<file path="src/rtl/dma_copy_engine.sv">
// Word-by-word memory-to-memory copy engine: one read then one write per word,
// with a single outstanding memory request and a one-cycle completion pulse.
module dma_copy_engine #(
  parameter int p_addr_nbits = 32,
  parameter int p_data_nbits = 32
) (
  input  logic                    clk,
  input  logic                    reset,
  input  logic                    req_val,
  output logic                    req_rdy,
  input  logic                    req_domain,
  input  logic [p_addr_nbits-1:0] req_src_addr,
  input  logic [p_addr_nbits-1:0] req_dest_addr,
  input  logic [7:0]              req_nwords,
  output logic                    resp_ack,
  output logic                    resp_domain,
  output logic [1:0]              resp_status,
  output logic                    mem_req_val,
  input  logic                    mem_req_rdy,
  output logic                    mem_req_type,
  output logic [p_addr_nbits-1:0] mem_req_addr,
  output logic [p_data_nbits-1:0] mem_req_data,
  input  logic                    mem_resp_val,
  input  logic [p_data_nbits-1:0] mem_resp_data
);

  typedef enum logic [2:0] {
    IDLE,
    RD_REQ,
    RD_WAIT,
    WR_REQ,
    WR_WAIT,
    RESP
  } state_t;

  localparam logic [1:0] STATUS_OK         = 2'b00;
  localparam logic [1:0] STATUS_MISALIGNED = 2'b01;
  localparam logic       MEM_READ          = 1'b0;
  localparam logic       MEM_WRITE         = 1'b1;
  localparam logic [p_addr_nbits-1:0] WORD_BYTES = p_addr_nbits'(4);

  state_t                  state;
  logic                    domain_q;
  logic [1:0]              status_q;
  logic [p_addr_nbits-1:0] src_addr;
  logic [p_addr_nbits-1:0] dest_addr;
  logic [7:0]              count;
  logic [p_data_nbits-1:0] data_buf;

  logic                    misaligned;
  logic [p_addr_nbits-1:0] src_next;
  logic [p_addr_nbits-1:0] dest_next;

  assign misaligned   = (req_src_addr[1:0] != 2'b00) || (req_dest_addr[1:0] != 2'b00);
  // Address increments wrap naturally at the top of the address space.
  assign src_next     = src_addr + WORD_BYTES;
  assign dest_next    = dest_addr + WORD_BYTES;
  assign mem_req_data = data_buf;

  // NOTE: every register here, including the data buffer, is cleared by reset so an
  // aborted copy leaves no stale command or data behind; all state updates are
  // non-blocking so each branch sees the pre-edge values of its neighbours.
  always_ff @(posedge clk or negedge reset) begin
    if (!reset) begin
      state        <= IDLE;
      domain_q     <= 1'b0;
      status_q     <= STATUS_OK;
      src_addr     <= '0;
      dest_addr    <= '0;
      count        <= '0;
      data_buf     <= '0;
      req_rdy      <= 1'b1;
      resp_ack     <= 1'b0;
      resp_domain  <= 1'b0;
      resp_status  <= STATUS_OK;
      mem_req_val  <= 1'b0;
      mem_req_type <= MEM_READ;
      mem_req_addr <= '0;
    end else begin
      resp_ack    <= 1'b0;
      resp_domain <= 1'b0;
      resp_status <= STATUS_OK;

      case (state)
        IDLE: begin
          if (req_val) begin
            domain_q  <= req_domain;
            status_q  <= misaligned ? STATUS_MISALIGNED : STATUS_OK;
            src_addr  <= req_src_addr;
            dest_addr <= req_dest_addr;
            count     <= req_nwords;
            req_rdy   <= 1'b0;
            if (misaligned || (req_nwords == 8'd0)) begin
              state       <= RESP;
              resp_ack    <= 1'b1;
              resp_domain <= req_domain;
              resp_status <= misaligned ? STATUS_MISALIGNED : STATUS_OK;
            end else begin
              state        <= RD_REQ;
              mem_req_val  <= 1'b1;
              mem_req_type <= MEM_READ;
              mem_req_addr <= req_src_addr;
            end
          end
        end

        RD_REQ: begin
          if (mem_req_rdy) begin
            mem_req_val <= 1'b0;
            state       <= RD_WAIT;
          end
        end

        RD_WAIT: begin
          if (mem_resp_val) begin
            data_buf     <= mem_resp_data;
            state        <= WR_REQ;
            mem_req_val  <= 1'b1;
            mem_req_type <= MEM_WRITE;
            mem_req_addr <= dest_addr;
          end
        end

        WR_REQ: begin
          if (mem_req_rdy) begin
            mem_req_val <= 1'b0;
            state       <= WR_WAIT;
          end
        end

        WR_WAIT: begin
          if (mem_resp_val) begin
            src_addr  <= src_next;
            dest_addr <= dest_next;
            count     <= count - 8'd1;
            if (count != 8'd1) begin
              state        <= RD_REQ;
              mem_req_val  <= 1'b1;
              mem_req_type <= MEM_READ;
              mem_req_addr <= src_next;
            end else begin
              state       <= RESP;
              resp_ack    <= 1'b1;
              resp_domain <= domain_q;
              resp_status <= status_q;
            end
          end
        end

        RESP: begin
          state   <= IDLE;
          req_rdy <= 1'b1;
        end

        default: begin
          state   <= IDLE;
          req_rdy <= 1'b1;
        end
      endcase
    end
  end

endmodule

</file>
<file path="config.mk">
export PLATFORM = sky130hd
export DESIGN_NAME = dma_copy_engine
export DESIGN_NICKNAME = d
export VERILOG_FILES = /design/src/rtl/dma_copy_engine.sv
export SDC_FILE = /design/constraint.sdc
export NUM_CORES = 1
export LEC_CHECK = 0
export CORE_MARGIN = 2
export CORE_UTILIZATION = 46
export CTS_CLUSTER_DIAMETER = 50
export DETAILED_ROUTE_END_ITERATION = 6
export GPL_TIMING_DRIVEN = 0
export PLACE_DENSITY_LB_ADDON = 0.12
export SLEW_MARGIN = 10
export SYNTH_ARGS = -nofsm -noshare
export SYNTH_HDL_FRONTEND = slang
export SYNTH_SLANG_ARGS = --single-unit
</file>
<file path="constraint.sdc">
create_clock -name clk -period 1.92 [get_ports clk]
set_input_delay 0.192 -clock clk [delete_from_list [all_inputs] [get_ports clk]]
set_output_delay 0.192 -clock clk [all_outputs]
set_load 0.05 [all_outputs]
</file>
==> report_table.html, run 1 <==
<table>
<tr><th>Metric</th><th>Value</th></tr>
<tr><th colspan="2">Timing</th></tr>
<tr><td>Highest clock rate</td><td>489 MHz</td></tr>
<tr><td>Final-report hold violation count</td><td>0</td></tr>
<tr><td>Unrepaired setup endpoints after global routing</td><td>yes</td></tr>
<tr><td>Crit share post-route</td><td>107%</td></tr>
<tr><td>Number of slew-limit violations in the final report</td><td>0</td></tr>
<tr><td>Worst slew slack as a fraction of its limit</td><td>just over 60%</td></tr>
<tr><td>Hold slack final</td><td>264 ps</td></tr>
<tr><td>Final period demand of the worst path</td><td>2050 ps</td></tr>
<tr><td>Actual transition at the worst max-transition pin</td><td>562 ps</td></tr>
<tr><td>Post-layout worst setup margin</td><td>-127 ps</td></tr>
<tr><td>Largest clock skew in the final design</td><td>10.3 ps</td></tr>
<tr><td>Setup violation total in the final timing report</td><td>76</td></tr>
<tr><th colspan="2">Critical path</th></tr>
<tr><td>Crit path required time</td><td>2240 ps</td></tr>
<tr><td>Origin of the critical flop-to-flop path</td><td>count[0]</td></tr>
<tr><td>Arr. time, crit path</td><td>2370 ps</td></tr>
<tr><td>Crit path kind</td><td>reg2reg</td></tr>
<tr><td>Reg2reg path depth</td><td>8</td></tr>
<tr><td>CP max-delay cell</td><td>sky130_fd_sc_hd__dfrtp_1</td></tr>
<tr><td>Crit path cell chain</td><td>ha_2 &gt; nor3b_2 &gt; and4_4 &gt; o21ba_4 &gt; and2_4 &gt; buf_12 &gt; buf_16 &gt; mux2_2</td></tr>
<tr><td>Crit path capture type</td><td>flop</td></tr>
<tr><td>Setup slack, reg-to-reg</td><td>-130 ps</td></tr>
<tr><td>Maximum fanout count along the critical path</td><td>5</td></tr>
<tr><td>Max stage delay on crit path</td><td>410 ps</td></tr>
<tr><td>Nature of the critical path startpoint</td><td>flop</td></tr>
<tr><td>Destination of the worst register-to-register timing path</td><td>mem_req_addr[11]</td></tr>
<tr><th colspan="2">Cells and area</th></tr>
<tr><td>Area growth syn-to-layout</td><td>59.4%</td></tr>
<tr><td>Fraction of layout cells with a size suffix above 1</td><td>32.0%</td></tr>
<tr><td>Post-route non-filler standard cell count</td><td>1406</td></tr>
<tr><td>Util after Layout</td><td>75.0%</td></tr>
<tr><td>Layout net count</td><td>1282</td></tr>
<tr><td>Fill cell count</td><td>~1200</td></tr>
<tr><td>Antenna fix cells</td><td>0</td></tr>
<tr><th colspan="2">Pwr</th></tr>
<tr><td>Highest ir drop seen on vdd</td><td>0.000946 V</td></tr>
<tr><td>Power density over cell area</td><td>1780 nW/um^2</td></tr>
<tr><td>Leak pwr</td><td>5.15 nW</td></tr>
<tr><th colspan="2">Placed design</th></tr>
<tr><td>Quantity of I/O buffers inserted on ports</td><td>178</td></tr>
<tr><td>Instance count after placement with tap cells included</td><td>1305</td></tr>
<tr><td>Final weighted congestion in routability-driven placement</td><td>0.947</td></tr>
<tr><td>Final HPWL DP</td><td>21000 um</td></tr>
<tr><th colspan="2">Worst hold path</th></tr>
<tr><td>End point of the worst hold path</td><td>dest_addr[21]</td></tr>
<tr><td>HP Class</td><td>in2reg</td></tr>
<tr><td>Startpoint of the most critical hold path</td><td>mem_resp_val</td></tr>
<tr><td>Number of cells on the worst hold path</td><td>2</td></tr>
<tr><th colspan="2">Floorplan</th></tr>
<tr><td>Die Area</td><td>18800 sq um</td></tr>
<tr><td>Num rows</td><td>48</td></tr>
<tr><td>Num ports</td><td>about 180</td></tr>
<tr><td>Starting density of the core</td><td>47.1%</td></tr>
<tr><td>Horizontal extent of the die</td><td>137 um</td></tr>
<tr><td>Die H</td><td>between 100 and 150 um</td></tr>
<tr><td>Total core area</td><td>17400 sq um</td></tr>
<tr><th colspan="2">Synth</th></tr>
<tr><td>Proportion of synthesized chip area in sequential cells</td><td>a little under half</td></tr>
<tr><td>Post-synthesis cell type count</td><td>slightly below 60</td></tr>
<tr><td>Number of synthesized flops with an enable pin</td><td>0</td></tr>
<tr><td>Top cell type's share of synthesized area</td><td>44.7%</td></tr>
<tr><td>Top cells by area in the synthesized netlist</td><td>sky130_fd_sc_hd__dfrtp_1, sky130_fd_sc_hd__mux2_2, sky130_fd_sc_hd__a21oi_1</td></tr>
<tr><td>Post-synthesis mux area share</td><td>7.00%</td></tr>
<tr><td>Adder and majority gate portion of the synthesized area</td><td>0.613%</td></tr>
<tr><td>Largest area contributor in the synthesized netlist</td><td>sky130_fd_sc_hd__dfrtp_1</td></tr>
<tr><td>Area fraction in and, or, nand and nor cells after synthesis</td><td>19.4%</td></tr>
<tr><td>Cell Area, Synth</td><td>roughly 8200 sq um</td></tr>
<tr><td>Main combinational cell family by area after synthesis</td><td>compound AO/OA/AOI/OAI gates</td></tr>
<tr><td>Number of synthesized register bits</td><td>around 150</td></tr>
<tr><td>Warnings, synthesis</td><td>0</td></tr>
<tr><td>Xor and xnor fraction of the mapped netlist area</td><td>1.72%</td></tr>
<tr><td>Count of mapped cells out of synthesis</td><td>~900</td></tr>
<tr><td>Synthesized-area fraction occupied by ao, oa, aoi and oai cells</td><td>21.8%</td></tr>
<tr><td>Commonest cells in the netlist</td><td>sky130_fd_sc_hd__dfrtp_1, sky130_fd_sc_hd__nand2_1, sky130_fd_sc_hd__a21oi_1</td></tr>
<tr><td>Post-synth ARST share</td><td>100%</td></tr>
<tr><td>Net count after synthesis</td><td>approximately 1000</td></tr>
<tr><td>Post-synthesis average cell area</td><td>9.07 sq um</td></tr>
<tr><td>Library cell with the highest instance count after synthesis</td><td>sky130_fd_sc_hd__dfrtp_1</td></tr>
<tr><td>Most used DFF post-synth</td><td>sky130_fd_sc_hd__dfrtp_1</td></tr>
<tr><th colspan="2">Clock tree</th></tr>
<tr><td>TritonCTS Buffers</td><td>17</td></tr>
<tr><td># H-tree levels</td><td>4</td></tr>
<tr><td>Clk_lat worst skew</td><td>roughly 440 ps</td></tr>
<tr><td>Number of buffers on the longest clock path</td><td>2</td></tr>
<tr><td>Clock tree from TritonCTS</td><td>yes</td></tr>
<tr><td>Clock Sinks</td><td>approximately 150</td></tr>
<tr><td>Clk slew on worst S/H paths</td><td>70 ps</td></tr>
<tr><td>Clock tree root buffer cell</td><td>sky130_fd_sc_hd__clkbuf_16</td></tr>
<tr><th colspan="2">Flow run</th></tr>
<tr><td>Total of max-cap violations</td><td>0</td></tr>
<tr><th colspan="2">GRT</th></tr>
<tr><td>Number of antenna violations at the first check in global routing</td><td>0</td></tr>
<tr><td>Vias in the first global route</td><td>roughly 8300</td></tr>
<tr><td>Wire length of the first global-routing pass</td><td>between 40000 and 50000 um</td></tr>
<tr><td>Overall track demand over capacity in global routing</td><td>33.0%</td></tr>
<tr><td>Overflow left after global routing</td><td>0</td></tr>
<tr><td>Largest net degree at the start of global routing</td><td>85</td></tr>
<tr><th colspan="2">Routing</th></tr>
<tr><td>DR iter-0 viols</td><td>1332</td></tr>
<tr><td>Total via count after detailed routing</td><td>9185</td></tr>
<tr><td>DRC violations left</td><td>0</td></tr>
<tr><td>WL per Instance</td><td>24.0 um</td></tr>
<tr><td>Detailed-router iteration count before antenna repair</td><td>6</td></tr>
<tr><td>Via density per instance</td><td>6.53</td></tr>
<tr><td>Antenna viol nets, final</td><td>0</td></tr>
<tr><td>Total wire length</td><td>33700 um</td></tr>
<tr><th colspan="2">Run status</th></tr>
<tr><td>Outcome</td><td>complete, but fails checks</td></tr>
<tr><td>Violated checks</td><td>negative setup slack</td></tr>
</table>
-- sequential cells by signal, summed over array words and instances (netlist names) --
signal / flops
domain_q: 1
resp_status: 1
state: 3
resp_domain: 1
src_addr: 32
mem_req_addr: 32
mem_req_data: 32
dest_addr: 32
mem_req_val: 1
req_rdy: 1
mem_req_type: 1
resp_ack: 1
status_q: 1
count: 8
-- stage by stage --
step | power [mW] | setup slack (ps) | area [sq um] | TNS [ps]
floorplan | 12.9 | -63.7 | 8230 | -743
global placement | 16.6 | -5450 | 10300 | -883320
detailed placement | 16.8 | -1090 | 10300 | -85070
CTS | 20.9 | -115 | 11700 | -1510
global route | 24.2 | -182 | 13000 | -7810
finish | 23.2 | -127 | 13000 | -2870
-- routing by layer --
metal / routed length [um] / vias up / global-route usage (%)
met2: 15100 / 705 / 52.7
met4: 2090 / 0 / 16.0
met1: 12400 / 4379 / 42.7
met3: 4090 / 176 / 7.21
met5: 0 / - / 0
li1: - / 3925 / -
-- logic make-up (layout without fill, tap and decap cells) --
group / count (synthesis) / after routing
compound gates: 286 / 286
other cells: 1 / 1
simple gates: 311 / 311
xor+xnor: 16 / 16
mux: 51 / 51
buf+inv: 85 / 365
flops: 147 / 147
fa+ha+maj: 4 / 4
-- how the worst max path moves through the flow --
stage               cells past startpoint  slack, ps                to       startpoint
floorplan                               9        -60  mem_req_addr[10]         count[0]
global placement                        1      -5450   mem_req_addr[3]            reset
detailed placement                      9      -1090  mem_req_addr[12]  req_src_addr[1]
CTS                                     7       -110  mem_req_addr[11]         count[0]
global route                            8       -180  mem_req_addr[14]         state[1]
finish                                  8       -130  mem_req_addr[11]         count[0]
-- critical path, delay by kind of cell, from the launching register on --
family / cells / cell delay (ps)
AOI/OAI and AO/OA: 1 / 220
adders and majority gates: 1 / 180
and+or+nand+nor: 3 / 560
buffers and inverters: 2 / 230
DFF: 1 / 410
muxes: 1 / 320
-- where the power goes --
part	internal, mW	switching (mW)
Sequential	4.68	1.69
Combinational	5.69	7.94
Clock	1.72	1.50
Total	12.1	11.1
-- cell usage in the layout, fill, tap and decap left out, types with 9 or more instances in the layout --
cell type,Yosys,routed
sky130_fd_sc_hd__and4_1,14,9
sky130_fd_sc_hd__buf_8,0,13
sky130_fd_sc_hd__o21ai_0,68,44
sky130_fd_sc_hd__nand4_1,25,25
sky130_fd_sc_hd__nand3_1,40,33
sky130_fd_sc_hd__clkbuf_16,0,28
sky130_fd_sc_hd__nand2_2,0,9
sky130_fd_sc_hd__nor2_1,47,33
sky130_fd_sc_hd__dfrtp_1,146,129
sky130_fd_sc_hd__nand2_1,95,84
sky130_fd_sc_hd__buf_6,1,30
sky130_fd_sc_hd__a21oi_2,0,15
sky130_fd_sc_hd__o22ai_1,17,15
sky130_fd_sc_hd__o21ai_1,0,17
sky130_fd_sc_hd__buf_12,0,16
sky130_fd_sc_hd__mux2_2,49,48
sky130_fd_sc_hd__clkdlybuf4s50_1,0,175
sky130_fd_sc_hd__a21oi_1,90,72
sky130_fd_sc_hd__dfrtp_2,0,17
sky130_fd_sc_hd__a2bb2oi_1,13,10
sky130_fd_sc_hd__buf_4,3,54
sky130_fd_sc_hd__and3_1,17,11
sky130_fd_sc_hd__a31oi_1,15,13
sky130_fd_sc_hd__a22oi_1,23,21
sky130_fd_sc_hd__nor3_1,22,14
-- layout make-up --
| type | count | area (sq um) | share of cell area, % |
|---|---|---|---|
| Buffer | 64 | 776 | 5.96 |
| Clock buffer | 18 | 439 | 3.37 |
| Clock inverter | 14 | 119 | 0.913 |
| Inverter | 9 | 33.8 | 0.260 |
| Multi-Input combinational cell | 669 | 4940 | 37.9 |
| Sequential cell | 147 | 3700 | 28.4 |
| Tap cell | 225 | 282 | 2.16 |
| Timing Repair Buffer | 260 | 2730 | 21.0 |
-- timing repair --
item	4_1_cts	5_1_grt
cloned	2	10
endpoints found under the hold margin	62	0
pin swaps	17	55
buffers inserted	32	36
setup endpoints to repair	144	133
hold buffers	1	0
resized for setup	162	267
No activity file was read; power rests on OpenSTA's default activity.
==> run 2: changes to the inputs <==
Settings changed: CTS_BUF_LIST from default to sky130_fd_sc_hd__clkbuf_16, CTS_CLUSTER_SIZE from default to 25.
==> report_table.html, run 2 (same netlist as run 1, synthesis figures left out) <==
<table>
<tr><th>Metric</th><th>Value</th></tr>
<tr><th colspan="2">Pwr</th></tr>
<tr><td>Proportion of power drawn by flip-flops and latches</td><td>28.0% (+0.6 points)</td></tr>
<tr><td>Switching power share of the total</td><td>48.0% (+0.11 points)</td></tr>
<tr><td>Relative contribution of combinational cells to total power</td><td>57.9% (-0.8 points)</td></tr>
<tr><td>Total power</td><td>22.6 mW (-2.9%)</td></tr>
<tr><td>Power density over cell area</td><td>1780 nW/um^2 (-0.14%)</td></tr>
<tr><td>Pint</td><td>11.7 mW (-3.1%)</td></tr>
<tr><td>Highest ir drop seen on vdd</td><td>0.000986 V (+4.2%)</td></tr>
<tr><td>Switching power total</td><td>10.8 mW (-2.6%)</td></tr>
<tr><td>Leak pwr</td><td>5.05 nW (-2.1%)</td></tr>
<tr><td>Clock share of power</td><td>14.1% (+0.2 points)</td></tr>
<tr><th colspan="2">GRT</th></tr>
<tr><td>Number of antenna violations at the first check in global routing</td><td>0 (unchanged)</td></tr>
<tr><td>Overall track demand over capacity in global routing</td><td>33.2% (+0.13 points)</td></tr>
<tr><td>Largest net degree at the start of global routing</td><td>85 (unchanged)</td></tr>
<tr><td>Overflow left after global routing</td><td>0 (unchanged)</td></tr>
<tr><td>Wire length of the first global-routing pass</td><td>47000 um (+0.59%)</td></tr>
<tr><td>Vias in the first global route</td><td>8369 (+0.34%)</td></tr>
<tr><th colspan="2">Timing</th></tr>
<tr><td>Final-report hold violation count</td><td>0 (unchanged)</td></tr>
<tr><td>Actual transition at the worst max-transition pin</td><td>560 ps (-2.26 ps)</td></tr>
<tr><td>Number of slew-limit violations in the final report</td><td>0 (unchanged)</td></tr>
<tr><td>Largest clock skew in the final design</td><td>9.16 ps (-1.19 ps)</td></tr>
<tr><td>Worst slew slack as a fraction of its limit</td><td>62.3% (+0.15 points)</td></tr>
<tr><td>Highest clock rate</td><td>493 MHz (+0.84%)</td></tr>
<tr><td>Final period demand of the worst path</td><td>2030 ps (-17.0 ps)</td></tr>
<tr><td>Setup violation total in the final timing report</td><td>62 (-18%)</td></tr>
<tr><td>Unrepaired setup endpoints after global routing</td><td>yes</td></tr>
<tr><td>Post-layout worst setup margin</td><td>-110 ps (+17.0 ps)</td></tr>
<tr><td>Hold slack final</td><td>248 ps (-16.2 ps)</td></tr>
<tr><td>Crit share post-route</td><td>106% (-0.89 points)</td></tr>
<tr><th colspan="2">Floorplan</th></tr>
<tr><td>Num ports</td><td>181 (unchanged)</td></tr>
<tr><td>Starting density of the core</td><td>47.1% (unchanged)</td></tr>
<tr><td>Die Area</td><td>18800 sq um (unchanged)</td></tr>
<tr><td>Die H</td><td>137 um (unchanged)</td></tr>
<tr><td>Num rows</td><td>48 (unchanged)</td></tr>
<tr><td>Total core area</td><td>17400 sq um (unchanged)</td></tr>
<tr><td>Horizontal extent of the die</td><td>137 um (unchanged)</td></tr>
<tr><th colspan="2">Placed design</th></tr>
<tr><td>Quantity of I/O buffers inserted on ports</td><td>178 (unchanged)</td></tr>
<tr><td>Post-placement cell area</td><td>10300 sq um (unchanged)</td></tr>
<tr><td>Final weighted congestion in routability-driven placement</td><td>0.947 (unchanged)</td></tr>
<tr><td>Instance count after placement with tap cells included</td><td>1305 (unchanged)</td></tr>
<tr><td>Final HPWL DP</td><td>21000 um (unchanged)</td></tr>
<tr><th colspan="2">Routing</th></tr>
<tr><td>Met2 wire length</td><td>14500 um (-4.6%)</td></tr>
<tr><td>Total via count after detailed routing</td><td>9033 (-1.7%)</td></tr>
<tr><td>Via density per instance</td><td>6.49 (-0.59%)</td></tr>
<tr><td>WL per Instance</td><td>23.2 um (-3.3%)</td></tr>
<tr><td>Top routing layer used</td><td>met4</td></tr>
<tr><td>Total length of routed met3 wires</td><td>4000 um (-2.1%)</td></tr>
<tr><td>Detailed-router iteration count before antenna repair</td><td>6 (unchanged)</td></tr>
<tr><td>Antenna viol nets, final</td><td>0 (unchanged)</td></tr>
<tr><td>DRC violations left</td><td>0 (unchanged)</td></tr>
<tr><td>Metal-1 WL</td><td>12000 um (-3.4%)</td></tr>
<tr><td>Total wire length</td><td>32300 um (-4.3%)</td></tr>
<tr><td>DR iter-0 viols</td><td>1117 (-16%)</td></tr>
<tr><th colspan="2">Cells and area</th></tr>
<tr><td>Fill cell count</td><td>1250 (+4.0%)</td></tr>
<tr><td>Area growth syn-to-layout</td><td>55.0%</td></tr>
<tr><td>Fraction of layout cells with a size suffix above 1</td><td>28.9% (-3.1 points)</td></tr>
<tr><td>Layout net count</td><td>1267 (-1.2%)</td></tr>
<tr><td>Post-route non-filler standard cell count</td><td>1391 (-1.1%)</td></tr>
<tr><td>Leading cell types in the layout, fill and taps excluded</td><td>sky130_fd_sc_hd__clkdlybuf4s50_1, sky130_fd_sc_hd__dfrtp_1, sky130_fd_sc_hd__nand2_1</td></tr>
<tr><td>Antenna fix cells</td><td>0 (unchanged)</td></tr>
<tr><td>Commonest non-fill, non-tap cell in the layout</td><td>sky130_fd_sc_hd__clkdlybuf4s50_1</td></tr>
<tr><td>Fin area</td><td>12700 sq um (-2.7%)</td></tr>
<tr><td>Util after Layout</td><td>73.0% (-2.0 points)</td></tr>
<tr><th colspan="2">Clock tree</th></tr>
<tr><td>TritonCTS Buffers</td><td>17 (unchanged)</td></tr>
<tr><td>Clock Sinks</td><td>147 (unchanged)</td></tr>
<tr><td># H-tree levels</td><td>4 (unchanged)</td></tr>
<tr><td>Clk slew on worst S/H paths</td><td>60 ps (about the same)</td></tr>
<tr><td>Clk_lat worst skew</td><td>440 ps (about the same)</td></tr>
<tr><td>Clock tree from TritonCTS</td><td>yes</td></tr>
<tr><td>Number of buffers on the longest clock path</td><td>2 (unchanged)</td></tr>
<tr><td>Clock tree root buffer cell</td><td>sky130_fd_sc_hd__clkbuf_16</td></tr>
<tr><th colspan="2">Critical path</th></tr>
<tr><td>Max stage delay on crit path</td><td>450 ps (+40 ps)</td></tr>
<tr><td>Nature of the critical path startpoint</td><td>flop</td></tr>
<tr><td>Most common cell on crit path</td><td>sky130_fd_sc_hd__buf_12</td></tr>
<tr><td>CP max-delay cell</td><td>sky130_fd_sc_hd__dfrtp_2</td></tr>
<tr><td>Kind of cell with the highest combined delay on the critical path</td><td>simple AND/OR/NAND/NOR gates</td></tr>
<tr><td>Crit path cell chain</td><td>nor3b_4 &gt; buf_12 &gt; and4_4 &gt; o21ba_4 &gt; and2_4 &gt; buf_12 &gt; buf_16 &gt; mux2_2</td></tr>
<tr><td>Crit path required time</td><td>2240 ps (about the same)</td></tr>
<tr><td>Arr. time, crit path</td><td>2350 ps (-20 ps)</td></tr>
<tr><td>WP buf/inv</td><td>3 (+1)</td></tr>
<tr><td>Maximum fanout count along the critical path</td><td>5 (unchanged)</td></tr>
<tr><td>Crit path capture type</td><td>flop</td></tr>
<tr><td>Crit path kind</td><td>reg2reg</td></tr>
<tr><th colspan="2">Run status</th></tr>
<tr><td>Outcome</td><td>complete, but fails checks</td></tr>
<tr><td>Violated checks</td><td>negative setup slack</td></tr>
<tr><th colspan="2">Worst hold path</th></tr>
<tr><td>HP Class</td><td>in2reg</td></tr>
<tr><th colspan="2">Flow run</th></tr>
<tr><td>Total of max-cap violations</td><td>0 (unchanged)</td></tr>
</table>
[run 2: cell types whose count changed in the layout (fill, tap and decap cells not counted), moves of 4 or more]
cell	change
sky130_fd_sc_hd__nor2_1	+7
sky130_fd_sc_hd__buf_6	-8
sky130_fd_sc_hd__nor2_2	-4
sky130_fd_sc_hd__dfrtp_2	-4
sky130_fd_sc_hd__dfrtp_1	+4
[run 2: stage by stage]
step	TNS (ps)	setup slack [ps]
floorplan	-743	-63.7
global placement	-883320	-5450
detailed placement	-85070	-1090
CTS	-1480	-115
global route	-6880	-169
finish	-2420	-110
[run 2: path summary, 6_finish.rpt]
path / slack, ps / from / to / cells after the start
max: -110 / state[1] / mem_req_addr[11] / 8
min: 250 / mem_resp_val / dest_addr[21] / 2
max reg2reg: -110 / state[1] / mem_req_addr[11] / 8
min reg2reg: 480 / status_q[0] / resp_status[0] / 1
max in group asynchronous: 790 / reset / src_addr[2] / 3
min in group asynchronous: 300 / reset / mem_req_data[13] / 2
[run 2: worst reg2reg max path, cell delays in order (launching register included)]
cell,delay [ps]
sky130_fd_sc_hd__dfrtp_2,450
sky130_fd_sc_hd__nor3b_4,240
sky130_fd_sc_hd__buf_12,130
sky130_fd_sc_hd__and4_4,200
sky130_fd_sc_hd__o21ba_4,150
sky130_fd_sc_hd__and2_4,210
sky130_fd_sc_hd__buf_12,140
sky130_fd_sc_hd__buf_16,120
sky130_fd_sc_hd__mux2_2,260
[run 2: per-layer routing]
layer | GRT usage, % | up-vias
met5 | 0 | -
met1 | 43.1 | 4322
met4 | 16.0 | 0
li1 | - | 3881
met2 | 52.5 | 682
met3 | 7.36 | 148
[run 2: area by class of cell]
class	count	area, sq um	area share, %
Multi-Input combinational cell	669	4840	38.2
Buffer	63	737	5.82
Timing Repair Buffer	246	2530	20.0
Sequential cell	147	3700	29.2
Tap cell	225	282	2.22
Inverter	9	33.8	0.267
Clock inverter	15	123	0.968
Clock buffer	17	425	3.36
[run 2: what timing repair did]
item / CTS / global route
hold buffers: 1 / 0
setup endpoints to repair: 144 / 134
setup buffers: 32 / 25
resized for setup: 163 / 212
pin swaps: 17 / 48
cloned: 2 / 7
hold endpoints to repair: 62 / 0
[run 2: power by group through the flow]
stage	sequential [mW]	clock [mW]	combinational, mW
5_1_grt	6.50	3.33	13.7
3_3_place_gp	6.10	0	10.5
4_1_cts	6.13	3.18	11.6
2_1_floorplan	8.31	0	4.62
3_5_place_dp	6.16	0	10.6
6_report	6.33	3.18	13.1
==> run 3: changes to the inputs <==
Settings changed: REMOVE_ABC_BUFFERS from default to 1.
==> report_table.html, run 3 (same netlist as run 1, synthesis figures left out) <==
<table>
<tr><th>Metric</th><th>Value</th></tr>
<tr><th colspan="2">Run status</th></tr>
<tr><td>Outcome</td><td>complete, but fails checks</td></tr>
<tr><td>Violated checks</td><td>design-rule violations, negative setup slack</td></tr>
<tr><th colspan="2">GRT</th></tr>
<tr><td>Overflow left after global routing</td><td>0 (unchanged)</td></tr>
<tr><td>Vias in the first global route</td><td>7850 (-6.2%)</td></tr>
<tr><td>M1 GR Usage</td><td>38.6% (-4.6 points)</td></tr>
<tr><td>Met3 capacity usage during global routing</td><td>6.11% (-1.3 points)</td></tr>
<tr><td>Routing usage on met2</td><td>48.5% (-4.1 points)</td></tr>
<tr><td>Largest net degree at the start of global routing</td><td>89 (+4.7%)</td></tr>
<tr><td>Overall track demand over capacity in global routing</td><td>29.7% (-3.5 points)</td></tr>
<tr><td>Number of antenna violations at the first check in global routing</td><td>0 (unchanged)</td></tr>
<tr><td>Most used routing layer</td><td>met2</td></tr>
<tr><td>Wire length of the first global-routing pass</td><td>42700 um (-9.1%)</td></tr>
<tr><th colspan="2">Critical path</th></tr>
<tr><td>Origin of the critical flop-to-flop path</td><td>state[1]</td></tr>
<tr><td>Maximum fanout count along the critical path</td><td>7 (+2)</td></tr>
<tr><td>Crit path launch</td><td>state[1]</td></tr>
<tr><td>Crit path cell chain</td><td>nor3b_4 &gt; buf_8 &gt; and4_4 &gt; o21ba_4 &gt; and2_4 &gt; clkbuf_16 &gt; mux2_2</td></tr>
<tr><td>Destination of the worst register-to-register timing path</td><td>mem_req_addr[14]</td></tr>
<tr><td>Crit path kind</td><td>reg2reg</td></tr>
<tr><td>Crit path required time</td><td>2240 ps (about the same)</td></tr>
<tr><td>Arr. time, crit path</td><td>2390 ps (+40 ps)</td></tr>
<tr><td>Kind of cell with the highest combined delay on the critical path</td><td>simple AND/OR/NAND/NOR gates</td></tr>
<tr><td>Reg2reg path depth</td><td>7 (-1)</td></tr>
<tr><td>Max stage delay on crit path</td><td>490 ps (+40 ps)</td></tr>
<tr><td>CP max-delay cell</td><td>sky130_fd_sc_hd__dfrtp_2</td></tr>
<tr><td>Nature of the critical path startpoint</td><td>flop</td></tr>
<tr><td>Crit path capture type</td><td>flop</td></tr>
<tr><td>WP buf/inv</td><td>2 (-1)</td></tr>
<tr><td>Setup slack, reg-to-reg</td><td>-150 ps (-40 ps)</td></tr>
<tr><th colspan="2">Floorplan</th></tr>
<tr><td>Horizontal extent of the die</td><td>137 um (unchanged)</td></tr>
<tr><td>Die Area</td><td>18800 sq um (unchanged)</td></tr>
<tr><td>Die H</td><td>137 um (unchanged)</td></tr>
<tr><td>Num rows</td><td>48 (unchanged)</td></tr>
<tr><td>Starting density of the core</td><td>47.1% (unchanged)</td></tr>
<tr><td>Num ports</td><td>181 (unchanged)</td></tr>
<tr><td>Total core area</td><td>17400 sq um (unchanged)</td></tr>
<tr><th colspan="2">Routing</th></tr>
<tr><td>DR iter-0 viols</td><td>1113 (-0.36%)</td></tr>
<tr><td>Antenna viol nets, final</td><td>0 (unchanged)</td></tr>
<tr><td>WL per Instance</td><td>22.1 um (-4.7%)</td></tr>
<tr><td>Total wire length</td><td>30900 um (-4.5%)</td></tr>
<tr><td>DRC violations left</td><td>3 (+3)</td></tr>
<tr><td>Via density per instance</td><td>6.37 (-1.9%)</td></tr>
<tr><td>Detailed-router iteration count before antenna repair</td><td>7 (+1)</td></tr>
<tr><td>Total via count after detailed routing</td><td>8884 (-1.6%)</td></tr>
<tr><th colspan="2">Placed design</th></tr>
<tr><td>Final weighted congestion in routability-driven placement</td><td>0.900 (-5.0%)</td></tr>
<tr><td>Quantity of I/O buffers inserted on ports</td><td>179 (+0.56%)</td></tr>
<tr><td>Final HPWL DP</td><td>16100 um (-23%)</td></tr>
<tr><td>Instance count after placement with tap cells included</td><td>1243 (-4.8%)</td></tr>
<tr><th colspan="2">Cells and area</th></tr>
<tr><td>Leading cell types in the layout, fill and taps excluded</td><td>sky130_fd_sc_hd__clkdlybuf4s50_1, sky130_fd_sc_hd__dfrtp_1, sky130_fd_sc_hd__nand2_1</td></tr>
<tr><td>Post-route non-filler standard cell count</td><td>1394 (+0.22%)</td></tr>
<tr><td>Commonest non-fill, non-tap cell in the layout</td><td>sky130_fd_sc_hd__clkdlybuf4s50_1</td></tr>
<tr><td>Layout net count</td><td>1269 (+0.16%)</td></tr>
<tr><td>Fraction of layout cells with a size suffix above 1</td><td>26.8% (-2.1 points)</td></tr>
<tr><td>Area growth syn-to-layout</td><td>52.1%</td></tr>
<tr><td>Util after Layout</td><td>71.6% (-1.4 points)</td></tr>
<tr><th colspan="2">Worst hold path</th></tr>
<tr><td>HP Class</td><td>in2async</td></tr>
<tr><th colspan="2">Timing</th></tr>
<tr><td>Worst slew slack as a fraction of its limit</td><td>58.4% (-3.9 points)</td></tr>
<tr><td>Number of slew-limit violations in the final report</td><td>0 (unchanged)</td></tr>
<tr><td>Post-layout worst setup margin</td><td>-148 ps (-38.0 ps)</td></tr>
<tr><td>Hold slack final</td><td>288 ps (+39.9 ps)</td></tr>
<tr><td>Largest clock skew in the final design</td><td>8.83 ps (-0.326 ps)</td></tr>
<tr><td>Final-report hold violation count</td><td>0 (unchanged)</td></tr>
<tr><td>Final-layout setup total negative slack</td><td>-2940 ps (-519 ps)</td></tr>
<tr><td>Actual transition at the worst max-transition pin</td><td>624 ps (+64.0 ps)</td></tr>
<tr><td>Final period demand of the worst path</td><td>2070 ps (+38.0 ps)</td></tr>
<tr><td>Crit share post-route</td><td>108% (+2.0 points)</td></tr>
<tr><td>Setup violation total in the final timing report</td><td>50 (-19%)</td></tr>
<tr><td>Highest clock rate</td><td>484 MHz (-1.8%)</td></tr>
<tr><td>Unrepaired setup endpoints after global routing</td><td>yes</td></tr>
<tr><th colspan="2">Clock tree</th></tr>
<tr><td>Clk_lat worst skew</td><td>440 ps (about the same)</td></tr>
<tr><td>Clk slew on worst S/H paths</td><td>60 ps (about the same)</td></tr>
<tr><td># H-tree levels</td><td>4 (unchanged)</td></tr>
<tr><td>Number of buffers on the longest clock path</td><td>2 (unchanged)</td></tr>
<tr><td>TritonCTS Buffers</td><td>17 (unchanged)</td></tr>
<tr><td>Clock Sinks</td><td>147 (unchanged)</td></tr>
<tr><td>Clock tree root buffer cell</td><td>sky130_fd_sc_hd__clkbuf_16</td></tr>
<tr><td>Clock tree from TritonCTS</td><td>yes</td></tr>
<tr><th colspan="2">Pwr</th></tr>
<tr><td>Power density over cell area</td><td>1850 nW/um^2 (+3.5%)</td></tr>
<tr><td>Total power</td><td>22.9 mW (+1.6%)</td></tr>
<tr><td>Leak pwr</td><td>4.99 nW (-1.1%)</td></tr>
<tr><td>Highest ir drop seen on vdd</td><td>0.000921 V (-6.6%)</td></tr>
<tr><th colspan="2">Flow run</th></tr>
<tr><td>Total of max-cap violations</td><td>0 (unchanged)</td></tr>
</table>
## run 3: changes by cell type in the layout (fill, tap and decap cells not counted), sizes merged
cell,delta
nand2,+1
bufbuf,+2
buf,+12
inv,-5
o21ba,+2
bufinv,+5
clkbuf,-24
and2,+7
diode,+1
dlygate4sd2,+1
or3b,+1
## run 3: stage by stage
step / instance area, sq um / setup WS, ps
floorplan: 7850 / -2660
global placement: 9920 / -5510
detailed placement: 10200 / -1590
CTS: 11700 / -101
global route: 12400 / -168
finish: 12400 / -148
## run 3: timing repair
| action | CTS | global route |
|---|---|---|
| endpoints found under the setup margin | 145 | 80 |
| endpoints found under the hold margin | 59 | 0 |
| gates cloned | 8 | 8 |
| hold buffers | 1 | 0 |
| buffers inserted | 62 | 39 |
| pin swaps | 24 | 31 |
| resized for setup | 76 | 76 |
## run 3: worst register-to-register path: cells and delay by family (launching register included)
| family | cells | cell delay [ps] |
|---|---|---|
| simple gates | 3 | 700 |
| flops | 1 | 490 |
| buf+inv | 2 | 320 |
| mux | 1 | 270 |
| compound gates | 1 | 180 |
## run 3: metal layers
metal	routed length [um]	vias to the layer above
li1	-	3906
met1	11700	4223
met2	14400	617
met3	3270	138
met4	1450	0
met5	0	-
## run 3: final cells by class
| class | instances | area, sq um |
|---|---|---|
| Multi-Input combinational cell | 680 | 4720 |
| Inverter | 9 | 33.8 |
| Clock buffer | 17 | 425 |
| Timing Repair Buffer | 300 | 3040 |
| Sequential cell | 147 | 3700 |
| Clock inverter | 15 | 214 |
| Fill cell | 1300 | 4930 |
| Tap cell | 225 | 282 |
| Antenna cell | 1 | 2.50 |
## run 3: power by group
part           switching, mW  total, mW  internal, mW
Clock                   1.39       3.68          2.29
Combinational           7.55       13.0          5.41
Sequential              1.59       6.28          4.69
## run 3: worst max path at each step
| stage | end | slack, ps | cells past startpoint |
|---|---|---|---|
| 2_1_floorplan | mem_req_addr[13] | -2660 | 5 |
| 3_3_place_gp | mem_req_addr[15] | -5510 | 1 |
| 3_5_place_dp | mem_req_addr[10] | -1590 | 6 |
| 4_1_cts | mem_req_addr[30] | -100 | 7 |
| 5_1_grt | mem_req_addr[14] | -170 | 7 |
| 6_report | mem_req_addr[14] | -150 | 7 |
